<file path="config.mk">
export PLATFORM = sky130hd
export DESIGN_NAME = inst_fetch
export DESIGN_NICKNAME = d
export VERILOG_FILES = /design/src/rtl/cpu_pkg.sv /design/src/rtl/fetch_skid_buf.sv /design/src/rtl/inst_fetch.sv
export SDC_FILE = /design/constraint.sdc
export NUM_CORES = 1
export LEC_CHECK = 0
export BUFFER_PORTS_ARGS = -buffer_cell sky130_fd_sc_hd__buf_2
export CORE_MARGIN = 2
export CORE_UTILIZATION = 55
export DETAILED_ROUTE_END_ITERATION = 6
export GPL_TIMING_DRIVEN = 0
export MAX_ROUTING_LAYER = met4
export PLACE_DENSITY = 0.76
export SYNTH_ARGS = -nofsm -noshare
export SYNTH_HDL_FRONTEND = slang
export SYNTH_SLANG_ARGS = --single-unit
</file>
<file path="constraint.sdc">
create_clock -name clk -period 3.7 [get_ports clk]
set_input_delay 0.37 -clock clk [delete_from_list [all_inputs] [get_ports clk]]
set_output_delay 0.37 -clock clk [all_outputs]
set_load 0.1 [all_outputs]
</file>
<file path="src/rtl/cpu_pkg.sv">
// Shared RV32I core definitions: word width, reset vector, fetch FSM states
// and the {pc, inst} packet passed from fetch to decode.
package cpu_pkg;

  localparam int XLEN = 32;
  localparam logic [XLEN-1:0] RESET_PC_DEFAULT = 32'h0000_0000;
  localparam int IMEM_AW_DEFAULT = 14;

  typedef enum logic [0:0] {
    RUN  = 1'b0,
    HALT = 1'b1
  } fetch_state_e;

  typedef struct packed {
    logic [XLEN-1:0] pc;
    logic [XLEN-1:0] inst;
  } fetch_pkt_t;

  function automatic logic is_misaligned(input logic [XLEN-1:0] addr);
    return (addr[1:0] != 2'b00);
  endfunction

endpackage

</file>
<file path="src/rtl/fetch_skid_buf.sv">
// Two-entry valid/ready buffer for fetch packets: an output slot that drives
// downstream plus one skid slot, both cleared by flush.
module fetch_skid_buf
  import cpu_pkg::*;
(
  input  logic       clk,
  input  logic       rst,
  input  logic       flush,
  input  logic       in_valid,
  input  fetch_pkt_t in_pkt,
  input  logic       out_ready,
  output logic       out_valid,
  output fetch_pkt_t out_pkt,
  output logic       skid_valid
);

  logic       out_valid_r;
  fetch_pkt_t out_pkt_r;
  logic       skid_valid_r;
  fetch_pkt_t skid_pkt_r;

  logic       out_valid_s;
  fetch_pkt_t out_pkt_s;
  logic       skid_valid_s;
  fetch_pkt_t skid_pkt_s;
  logic       xfer_s;

  assign xfer_s = out_valid_r & out_ready;

  // Next-state slot logic; the skid entry always refills the output slot first.
  always_comb begin
    out_valid_s  = out_valid_r;
    out_pkt_s    = out_pkt_r;
    skid_valid_s = skid_valid_r;
    skid_pkt_s   = skid_pkt_r;
    if (flush) begin
      out_valid_s  = 1'b0;
      skid_valid_s = 1'b0;
    end else if (!out_valid_r || xfer_s) begin
      if (skid_valid_r) begin
        out_valid_s  = 1'b1;
        out_pkt_s    = skid_pkt_r;
        skid_valid_s = in_valid;
        skid_pkt_s   = in_valid ? in_pkt : skid_pkt_r;
      end else begin
        out_valid_s  = in_valid;
        out_pkt_s    = in_valid ? in_pkt : out_pkt_r;
        skid_valid_s = 1'b0;
      end
    end else if (in_valid) begin
      skid_valid_s = 1'b1;
      skid_pkt_s   = in_pkt;
    end else begin
      skid_valid_s = skid_valid_r;
    end
  end

  // Slot registers.
  always_ff @(posedge clk) begin
    if (rst) begin
      out_valid_r  <= 1'b0;
      out_pkt_r    <= '0;
      skid_valid_r <= 1'b0;
      skid_pkt_r   <= '0;
    end else begin
      out_valid_r  <= out_valid_s;
      out_pkt_r    <= out_pkt_s;
      skid_valid_r <= skid_valid_s;
      skid_pkt_r   <= skid_pkt_s;
    end
  end

  assign out_valid  = out_valid_r;
  assign out_pkt    = out_pkt_r;
  assign skid_valid = skid_valid_r;

endmodule

</file>
<file path="src/rtl/inst_fetch.sv">
// RV32I instruction-fetch stage: owns the fetch PC, issues one-cycle-latency
// BRAM reads and hands {pc, inst} downstream through a two-entry buffer.
module inst_fetch
  import cpu_pkg::*;
#(
  parameter logic [XLEN-1:0] RESET_PC = RESET_PC_DEFAULT,
  parameter int              IMEM_AW  = IMEM_AW_DEFAULT
) (
  input  logic               clk,
  input  logic               rst,
  input  logic               redirect_valid,
  input  logic [XLEN-1:0]    redirect_pc,
  output logic               imem_en,
  output logic [IMEM_AW-1:0] imem_addr,
  input  logic [XLEN-1:0]    imem_rdata,
  output logic               inst_valid,
  input  logic               inst_ready,
  output logic [XLEN-1:0]    inst,
  output logic [XLEN-1:0]    pc,
  output logic               fetch_err
);

  fetch_state_e    state_r;
  logic [XLEN-1:0] fetch_pc_r;
  logic [XLEN-1:0] req_pc_r;
  logic            inflight_r;
  logic            fetch_err_r;

  logic            out_valid_s;
  logic            skid_valid_s;
  fetch_pkt_t      out_pkt_s;
  fetch_pkt_t      ret_pkt_s;
  logic            ret_valid_s;
  logic            stale_s;
  logic            xfer_s;
  logic            issue_s;
  logic [1:0]      occ_s;
  logic [1:0]      occ_next_s;

  assign xfer_s     = out_valid_s & inst_ready;
  assign occ_s      = {1'b0, out_valid_s} + {1'b0, skid_valid_s} + {1'b0, inflight_r};
  assign occ_next_s = occ_s - {1'b0, xfer_s};

  // A redirect arriving while a read is outstanding makes that read stale; with
  // one-cycle latency its data is on imem_rdata this very cycle and is dropped.
  assign stale_s     = inflight_r & redirect_valid;
  assign ret_valid_s = inflight_r & ~stale_s;
  assign ret_pkt_s   = '{pc: req_pc_r, inst: imem_rdata};

  assign issue_s = ~rst & (state_r == RUN) & ~redirect_valid & (occ_next_s < 2'd2);

  assign imem_en   = issue_s;
  assign imem_addr = fetch_pc_r[IMEM_AW+1:2];

  // FSM, fetch PC, request tag and sticky error.
  always_ff @(posedge clk) begin
    if (rst) begin
      state_r     <= RUN;
      fetch_pc_r  <= RESET_PC;
      req_pc_r    <= '0;
      inflight_r  <= 1'b0;
      fetch_err_r <= 1'b0;
    end else begin
      inflight_r <= issue_s;
      if (issue_s) begin
        req_pc_r <= fetch_pc_r;
      end
      if (redirect_valid && (state_r == RUN)) begin
        fetch_pc_r <= redirect_pc;
        if (is_misaligned(redirect_pc)) begin
          state_r     <= HALT;
          fetch_err_r <= 1'b1;
        end
      end else if (issue_s) begin
        fetch_pc_r <= fetch_pc_r + 32'd4;
      end
    end
  end

  fetch_skid_buf u_buf (
    .clk        (clk),
    .rst        (rst),
    .flush      (redirect_valid),
    .in_valid   (ret_valid_s),
    .in_pkt     (ret_pkt_s),
    .out_ready  (inst_ready),
    .out_valid  (out_valid_s),
    .out_pkt    (out_pkt_s),
    .skid_valid (skid_valid_s)
  );

  assign inst_valid = out_valid_s;
  assign inst       = out_pkt_s.inst;
  assign pc         = out_pkt_s.pc;
  assign fetch_err  = fetch_err_r;

endmodule

</file>
# Yosys cells after proc, flatten, opt, wreduce, memory -nomap -nowiden
# Index checks and enable logic that the tools add are counted.
classes:
  addsub: 4
  multipliers: 0
  div: 0
  magnitude_cmp: 1
  eq_ne: 1
  n_shift: 0
  muxes: 11
  n_bitwise: 10
  n_reduce_logical: 11
op_table:
  columns: ["operator", "n"]
  rows:
  - ["2-to-1 mux 64 bit", 5]
  - ["2-to-1 mux 32 bit", 2]
  - ["adder 32 x 3 -> 32 bit, second input constant", 1]
  - ["nonzero test 2 bit", 4]
  - ["AND 1 bit", 6]
  - ["2-to-1 mux 1 bit", 4]
  - ["inverter 1 bit", 4]
  - ["AND reduction 2 bit", 2]
  - ["AND reduction 3 bit", 1]
  - ["adder 1 x 1 -> 2 bit", 1]
  - ["adder 2 x 1 -> 2 bit", 1]
  - ["< comparator 2 bit, second input constant", 1]
  - ["!= test 2 x 1 -> 1 bit, second input constant", 1]
  - ["OR reduction 2 bit", 1]
  - ["subtractor 2 x 1 -> 2 bit", 1]
  - ["logical AND 1 bit", 1]
  - ["zero test 1 bit", 1]
  - ["logical OR 1 bit", 1]
word_totals:
  ff_bits: 196
  latchBits: 0
  mem_bits_rw: 0
  rom_bits: 0
  in_bits: 68
  output_inout_bits: 81
  elab_cells: 48
  n_memories: 0

# Longest topological paths before layout
# Gate-level depths: netlist of the first run.
depth:
  word_depth: 7
  ltp_mapped: 13
  depth_no_buf: 10

# Modules after synthesis
# A second synthesis of the first run with hierarchy kept.
hier_totals:
  hier_cells: 984
  hier_area_um2: 9321.4
by_module_without_submodules:
  columns: ["module", "instances", "cells_each", "area_each_um2", "seq_area_each_um2"]
  rows:
  - ["fetch_skid_buf", 1, 582, 6183.4, 2602.5]
  - ["inst_fetch", 1, 402, 3138.0, 1321.3]

# Least setup slack after synthesis of the first run
# Ideal clock, no wire load.
synth_path:
  path_kind: "register -> output"
  startpoint: "register u_buf.out_valid_r, in the netlist u_buf.out_valid"
  endpoint: "output imem_en"
  arrival_time_ns: 3.760
  required_time_ns: 3.330
  slack_ns: -0.430
  stages_incl_launch_ff: 11
  path_buffers: 2
  path_cell_list: "dfxtp_1 > and2_1 > ha_1 > inv_1 > ha_1 > a21oi_2 > xor2_1 > nand2_1 > inv_1 > clkbuf_1 > clkbuf_1"
synth_via:
  elab_chain_cells: 5
  elab_cells_between_ends: 6
  classes_between: "3 x add/sub; 1 x order compare; 2 x bitwise"
synth_rtl:
  columns: ["item", "line", "text"]
  rows:
  - ["start, declared", "fetch_skid_buf.sv:17", "logic out_valid_r;"]
  - ["start signal, assigned", "fetch_skid_buf.sv:66", "out_valid_r <= out_valid_s;"]
  - ["adder 1 x 1 -> 2 bit", "inst_fetch.sv:41", "assign occ_s = {1'b0, out_valid_s} + {1'b0, skid_valid_s} + {1'b0, inflight_r};"]
  - ["adder 2 x 1 -> 2 bit", "inst_fetch.sv:41", null]
  - ["subtractor 2 x 1 -> 2 bit (*)", "inst_fetch.sv:42", "assign occ_next_s = occ_s - {1'b0, xfer_s};"]
  - ["< comparator 2 bit (*)", "inst_fetch.sv:50", "assign issue_s = ~rst & (state_r == RUN) & ~redirect_valid & (occ_next_s < 2'd2);"]
  - ["AND 1 bit (*)", "inst_fetch.sv:50", null]
  - ["end, declared", "inst_fetch.sv:13", "output logic imem_en,"]
# Mark *: on every way between the ends. The rest lies on a longest branch, timed or not.

# Worst setup path in the final report of the first run
layout_path:
  startpoint: "register u_buf.skid_valid_r, in the netlist u_buf.skid_valid"
  endpoint: "output imem_en"
layout_via:
  elab_chain_cells: 5
layout_rtl:
  columns: ["item", "line", "text"]
  rows:
  - ["start, declared", "fetch_skid_buf.sv:19", "logic skid_valid_r;"]
  - ["start signal, assigned", "fetch_skid_buf.sv:68", "skid_valid_r <= skid_valid_s;"]
  - ["adder 1 x 1 -> 2 bit", "inst_fetch.sv:41", null]
  - ["adder 2 x 1 -> 2 bit", "inst_fetch.sv:41", null]
  - ["subtractor 2 x 1 -> 2 bit", "inst_fetch.sv:42", null]
  - ["< comparator 2 bit", "inst_fetch.sv:50", null]
  - ["AND 1 bit", "inst_fetch.sv:50", null]
# No other way between the ends.

==> metrics.cfg, run 1 <==
[place]
place_hpwl_um = 15540
post_dp_cell_area_um2 = 9218
place_inst = 1306
gp_congestion = 0.9297
portBuffers = 146

[timing]
max-slew-margin-rel = 0.4257
finalSetupViolations = 0
rsz0062_at_grt = no
hold_viol_final = 0
final.setup.tns_ns = 0
fmax_ghz = 0.2877
fin_crit_ns = 3.475
tightest_slew_ns = 0.8557
fin_worst_skew_ns = 0.008147
period_share = 0.9393
drv_slew = 0

[route]
vias_per_cell = 5.558
dr_wl_met2_um = 10010
drcViolationCount = 0
met3_length_um = 1183
detail_route.wl_per_cell_um = 15.97
ant_nets = 0
wl_um = 21320
met1Wirelength_um = 9705
dr.pass1.iters = 5
routed-via-count = 7420
drt_iter0_markers = 462
topRoutingLayerUsed = met4

[floorplanning]
start_util = 0.5659
pin_count = 149
coreArea_um2 = 14590
die_x_um = 126.5
die_height_um = 126.5
dieArea_um2 = 16010
num_rows = 44

[min_path]
worstHoldEndpoint = u_buf.skid_pkt_r[17]$_SDFFE_PP0P_
hold_class = input port to register
hold_depth = 3
min-delay-start = imem_rdata[17]

[logic_synthesis]
synth_area_per_cell_um2 = 8.458
yosys.cell_types.count = 51
ys.flop_type = dfxtp_1
yosysWarnings = 0
synth_cells = 976
yosys_register_bits = 196
synth_top_area_share = 0.4753
ys_top_cells_by_area = dfxtp_1 (48%), nand2_1 (9.7%), mux2i_1 (7.8%)
async_reset_ff_frac = 0
syn_nets = 1047
synth-edff-count = 0
mappedNetlistArea_um2 = 8255
yosysSeqAreaShare = 0.4753
synth_top_area_cell = dfxtp_1

[final_layout]
instances_no_fill = 1335
layout_commonest_cell = nand2_1
mostFrequentLayoutCells = nand2_1 (213), dfxtp_1 (196), buf_2 (147)
area_growth_pct = 19.10
seq_area_um2 = 3924
fin_util = 0.6739
multi_input_area_um2 = 3861
nNetsFinal = 1211
drive_gt1_frac = 0.1842
stdcell_area_um2 = 9832
antennaDiodeCount = 0
fillerInstances = 1239

[global_routing]
grt.total_usage = 0.2722
gr-total-overflow = 0
grt_antenna_before_repair = 0
grt_max_degree = 17
grt_pass1_vias = 6886
grt_pass1_wl_um = 34200

[clocking]
htree_levels = 4
root_buffer = clkbuf_16
cts_tree = built
clock_path_buffers = 2
post-cts-setup-buffer-count = 0
cts_sinks = 196
numCtsBuffers = 17
clk_pin_slew_ns = 0.07
insertion_delay_ns = 0.43

[power]
p_per_area_nw_per_um2 = 493.5
total_leakage_power_nw = 3.497
peakVddDrop_uv = 349.2

[critical_path]
r2r_end = fetch_pc_r[31]$_SDFFE_PP0P_
r2r_start = u_buf.skid_valid$_SDFFE_PP0P_
crit_start = u_buf.skid_valid$_SDFFE_PP0P_
cp.arrival_ns = 3.11
cp_max_fo = 11
path_cells = clkbuf_1, inv_1, ha_1, inv_1, ha_1, a21oi_4, xor2_2, nand2_2, clkinvlp_4, clkbuf_2, buf_6
slowest_stage = dfxtp_1
path_buf_inv = 6
cpPeakStageDelay_ns = 0.31
start_kind = register
cp-end-kind = output port
rrSetupSlack_ns = 0.66
critical_path_class = register to output port
worstRegToRegCells = 10
cp_top_family = buffers and inverters
worstPathRequired_ns = 3.33

[flow_run]
drv_cap = 0

[status]
status = complete, no violations

## worst register-to-register path, delay by kind of cell, from the launching register on
family                   cells  cell delay, ns
adder cells (fa/ha/maj)      2            0.58
AO/OA/AOI/OAI                2            0.50
AND/OR/NAND/NOR              2            1.09
flip-flops                   1            0.31
XOR/XNOR                     1            0.18
buffers and inverters        3            0.32
## worst max-delay path by stage
stage / end / slack, ns / cells after the start
after CTS: imem_en / 0.1 / 11
after floorplan: imem_en / 0.04 / 10
after detailed placement: imem_en / -0.11 / 12
after global placement: imem_en / -0.09 / 12
final: imem_en / 0.22 / 11
after global routing: imem_en / 0.05 / 11
## report_power, final
group,total [mW],switching (mW),internal (mW)
clock network,1.87,0.777,1.09
logic,0.730,0.562,0.168
registers,2.26,0.0727,2.18
## layer usage
metal | up-vias | global-route usage
met4 | 0 | 0.09761
li1 | 3703 | -
met2 | 212 | 0.4306
met3 | 28 | 0.03754
met1 | 3477 | 0.3589
met5 | - | -
## synthesized netlist by cell type, types with 4 or more instances
cell,instances
dfxtp_1,196
nor3_1,12
xnor2_1,12
nand2_1,214
clkbuf_1,62
nand4_1,7
clkbuf_8,5
and3_1,5
a311oi_1,7
a21oi_1,106
and4_1,4
or4_1,7
nand3_1,13
a211oi_1,77
nor2_1,85
mux2i_1,64
o21ai_0,7
nor4_1,11
inv_1,8
buf_4,14
buf_1,6
## cell families after synthesis
group                    count (synthesis)  share of synthesized area
AND/OR/NAND/NOR                        379                     0.1996
AO/OA/AOI/OAI                          220                     0.1670
flip-flops                             196                     0.4753
buffers and inverters                   99                    0.05911
multiplexers                            64                    0.07760
XOR/XNOR                                15                    0.01682
adder cells (fa/ha/maj)                  3                   0.004547
## timing repair
item | CTS | global route
pin swaps | 0 | 0
endpoints found under the setup margin | 1 | 1
cloned | 0 | 0
gates resized for setup | 4 | 2
hold buffers | 0 | 0
## area by class of cell
| cell class | count | area share |
|---|---|---|
| sequential | 196 | 0.3991 |
| multi-input combinational | 681 | 0.3927 |
| timing repair buffer | 146 | 0.07496 |
| clock buffer | 21 | 0.04683 |
| buffer | 90 | 0.04632 |
| tap | 184 | 0.02342 |
| clock inverter | 9 | 0.01323 |
| inverter | 8 | 0.003436 |
## metrics by stage
step	hold slack [ns]	worst slack (ns)	total power, mW
floorplan	0.4321	0.03809	2.856
global placement	0.4394	-0.09385	3.023
detailed placement	0.4448	-0.1148	3.027
CTS	0.1708	0.09529	4.871
global route	0.1816	0.05007	5.008
finish	0.1853	0.2247	4.852
## state kept, by name, indices dropped and copies added, names as in the netlist
| register | flops |
|---|---|
| fetch_err | 1 |
| fetch_pc_r | 32 |
| inflight_r | 1 |
| req_pc_r | 32 |
| u_buf.out_pkt | 64 |
| u_buf.out_valid | 1 |
| u_buf.skid_pkt_r | 64 |
| u_buf.skid_valid | 1 |
(Power assumes the default switching activity.)
==> run 2, diff against run 1 <==
--- a/config.mk
+++ b/config.mk
@@ -5,7 +5,9 @@
 export SDC_FILE = /design/constraint.sdc
 export NUM_CORES = 1
 export LEC_CHECK = 0
+export ABC_AREA = 1
 export BUFFER_PORTS_ARGS = -buffer_cell sky130_fd_sc_hd__buf_2
+export CORE_ASPECT_RATIO = 1.4
 export CORE_MARGIN = 2
 export CORE_UTILIZATION = 55
 export DETAILED_ROUTE_END_ITERATION = 6
==> run 2 against run 1 <==
  * Hold slack lost 0.028 ns
  * Final area up 2.6%
  * Combinational power fell by 6.3%
  * Flip-flop and latch count unchanged
  * Maximum frequency increased by 0.65%
  * Routed wire length grew 12%
  * Clock skew is 0.0017 ns higher
  * Global-route usage increased by 2.3 points
  * Power is 1.2% lower
  * Highest routed layer unchanged
  * Non-clock buffer count increased by 5
  * Critical path type unchanged
  * Synthesized area is 3.2% higher
  * Synthesized cell count increased by 21%
==> metrics.cfg, run 2 <==
[critical_path]
slowest_stage = clkbuf_1
worstPathRequired_ns = 3.33
critical_path_class = register to output port
path_buf_inv = 7
start_kind = register
cp_max_fo = 10
cp.arrival_ns = 3.08
cp_top_family = buffers and inverters
cp-end-kind = output port
path_cells = inv_2, clkbuf_1, ha_1, inv_1, ha_1, nand2_1, inv_1, o21bai_1, nand3_4, inv_2, buf_2, clkbuf_4
cpPeakStageDelay_ns = 0.41

[timing]
finalSetupViolations = 0
period_share = 0.9332
fmax_ghz = 0.2896
hold_viol_final = 0
fin_ws_ns = 0.2472
fin_worst_skew_ns = 0.009806
final.setup.tns_ns = 0
tightest_slew_ns = 0.6288
fin_crit_ns = 3.453
rsz0062_at_grt = no
drv_slew = 0
max-slew-margin-rel = 0.5808

[place]
dpl_worst_slack_ns = 0.6204
gp_congestion = 0.9072
portBuffers = 147
place_hpwl_um = 17740

[logic_synthesis]
synth_top_area_cell = dfxtp_1
syn_nets = 1254
synth_cells = 1183
mappedNetlistArea_um2 = 8518
yosys_register_bits = 196
synth_area_per_cell_um2 = 7.200
synth-edff-count = 0
yosys.cell_types.count = 35
synth.most_common_cell = nand2_1
yosysSeqAreaShare = 0.4606
async_reset_ff_frac = 0
yosysWarnings = 0
ys_top_cells_by_area = dfxtp_1 (46%), nand2_1 (12%), o21ai_0 (10%)
ys.flop_type = dfxtp_1
synth_top_area_share = 0.4606
synthTopCellsByCount = nand2_1 (272), dfxtp_1 (196), o21ai_0 (173), nor2_1 (152), a21oi_1 (78)

[final_layout]
antennaDiodeCount = 0
layout_commonest_cell = nand2_1
nNetsFinal = 1420
mostFrequentLayoutCells = nand2_1 (272), dfxtp_1 (196), o21ai_0 (173)
fillerInstances = 1362
drive_gt1_frac = 0.1894
area_growth_pct = 18.43

[clocking]
clk_pin_slew_ns = 0.08
root_buffer = clkbuf_16
post-cts-setup-buffer-count = 0
insertion_delay_ns = 0.44
numCtsBuffers = 17
clock_path_buffers = 2
cts_sinks = 196
htree_levels = 4
cts_tree = built

[floorplanning]
coreArea_um2 = 15120
pin_count = 149
num_rows = 53
dieArea_um2 = 16510
die_height_um = 151.3
die_x_um = 109.2
start_util = 0.5634

[route]
dr.pass1.iters = 7
detail_route.wl_per_cell_um = 15.35
drcViolationCount = 0
ant_nets = 0
routed-via-count = 8346
wl_um = 23850
drt_iter0_markers = 507
vias_per_cell = 5.371

[power]
peakVddDrop_uv = 263.0
total_leakage_power_nw = 4.400
p_per_area_nw_per_um2 = 475.4

[min_path]
hold_class = input port to register

[flow_run]
drv_cap = 0

[global_routing]
grt_max_degree = 20
gr-total-overflow = 0
grt_pass1_wl_um = 37090
grt_pass1_vias = 7729
grt_antenna_before_repair = 0
grt.total_usage = 0.2954

[status]
status = complete, no violations

-- run 2: worst paths after layout --
| check | cells after the start | slack [ns] | endpoint | from |
|---|---|---|---|---|
| max | 12 | 0.25 | imem_en | u_buf.skid_valid$_SDFFE_PP0P_ |
| min | 2 | 0.16 | fetch_pc_r[11]$_SDFFE_PP0P_ | rst |
| max reg2reg | 12 | 1.04 | req_pc_r[28]$_SDFFE_PP0P_ | u_buf.skid_valid$_SDFFE_PP0P_ |
| min reg2reg | 2 | 0.47 | u_buf.skid_pkt_r[40]$_SDFFE_PP0P_ | req_pc_r[8]$_SDFFE_PP0P_ |
-- run 2: cells by family after synthesis --
group	Yosys count	share of synthesized area
and+or+nand+nor	492	0.2353
buffers and inverters	159	0.08666
AOI/OAI and AO/OA	328	0.2077
DFF	196	0.4606
muxes	1	0.001175
adders and majority gates	3	0.004407
xor gates and xnor gates	4	0.004114
-- run 2: repair_timing --
action / 4_1_cts / 5_1_grt
setup endpoints to repair: 0 / 1
gates resized for setup: 0 / 1
hold buffers: 0 / 0
endpoints found under the hold margin: 0 / 0
-- run 2: layer usage --
layer / track usage / wire length, um / share of wire
met1: 0.3295 / 9554 / 0.40
met2: 0.5292 / 12490 / 0.52
met3: 0.04690 / 1257 / 0.053
met4: 0.1051 / 549 / 0.023
met5: - / 0 / 0
-- run 2: area by class of cell --
| class | count | area (um2) | share of cell area |
|---|---|---|---|
| sequential | 196 | 3924 | 0.3889 |
| multi-input combinational | 828 | 3856 | 0.3822 |
| timing repair buffer | 147 | 738.2 | 0.07317 |
| buffer | 94 | 489.2 | 0.04849 |
| clock buffer | 18 | 429.2 | 0.04254 |
| inverter | 65 | 249.0 | 0.02468 |
| tap | 192 | 240.2 | 0.02381 |
| clock inverter | 14 | 162.7 | 0.01612 |
-- run 2: stage by stage --
stage,hold WS (ns),total power [mW],cells,area [um2],util
floorplan,0.4352,2.812,1183,8518,-
global placement,0.4456,2.975,1522,9494,0.6279
detailed placement,0.4597,2.983,1522,9494,0.6279
CTS,0.1509,4.802,1554,10090,0.6671
global route,0.1616,4.952,1554,10090,0.6672
finish,0.1570,4.796,1554,10090,0.6672
-- run 2: power breakdown --
part | switching (mW) | total (mW) | internal [mW] | leakage (nW)
Sequential | 0.0722 | 2.26 | 2.18 | 1.59
Clock | 0.889 | 1.86 | 0.967 | 0.288
Combinational | 0.508 | 0.684 | 0.176 | 2.52
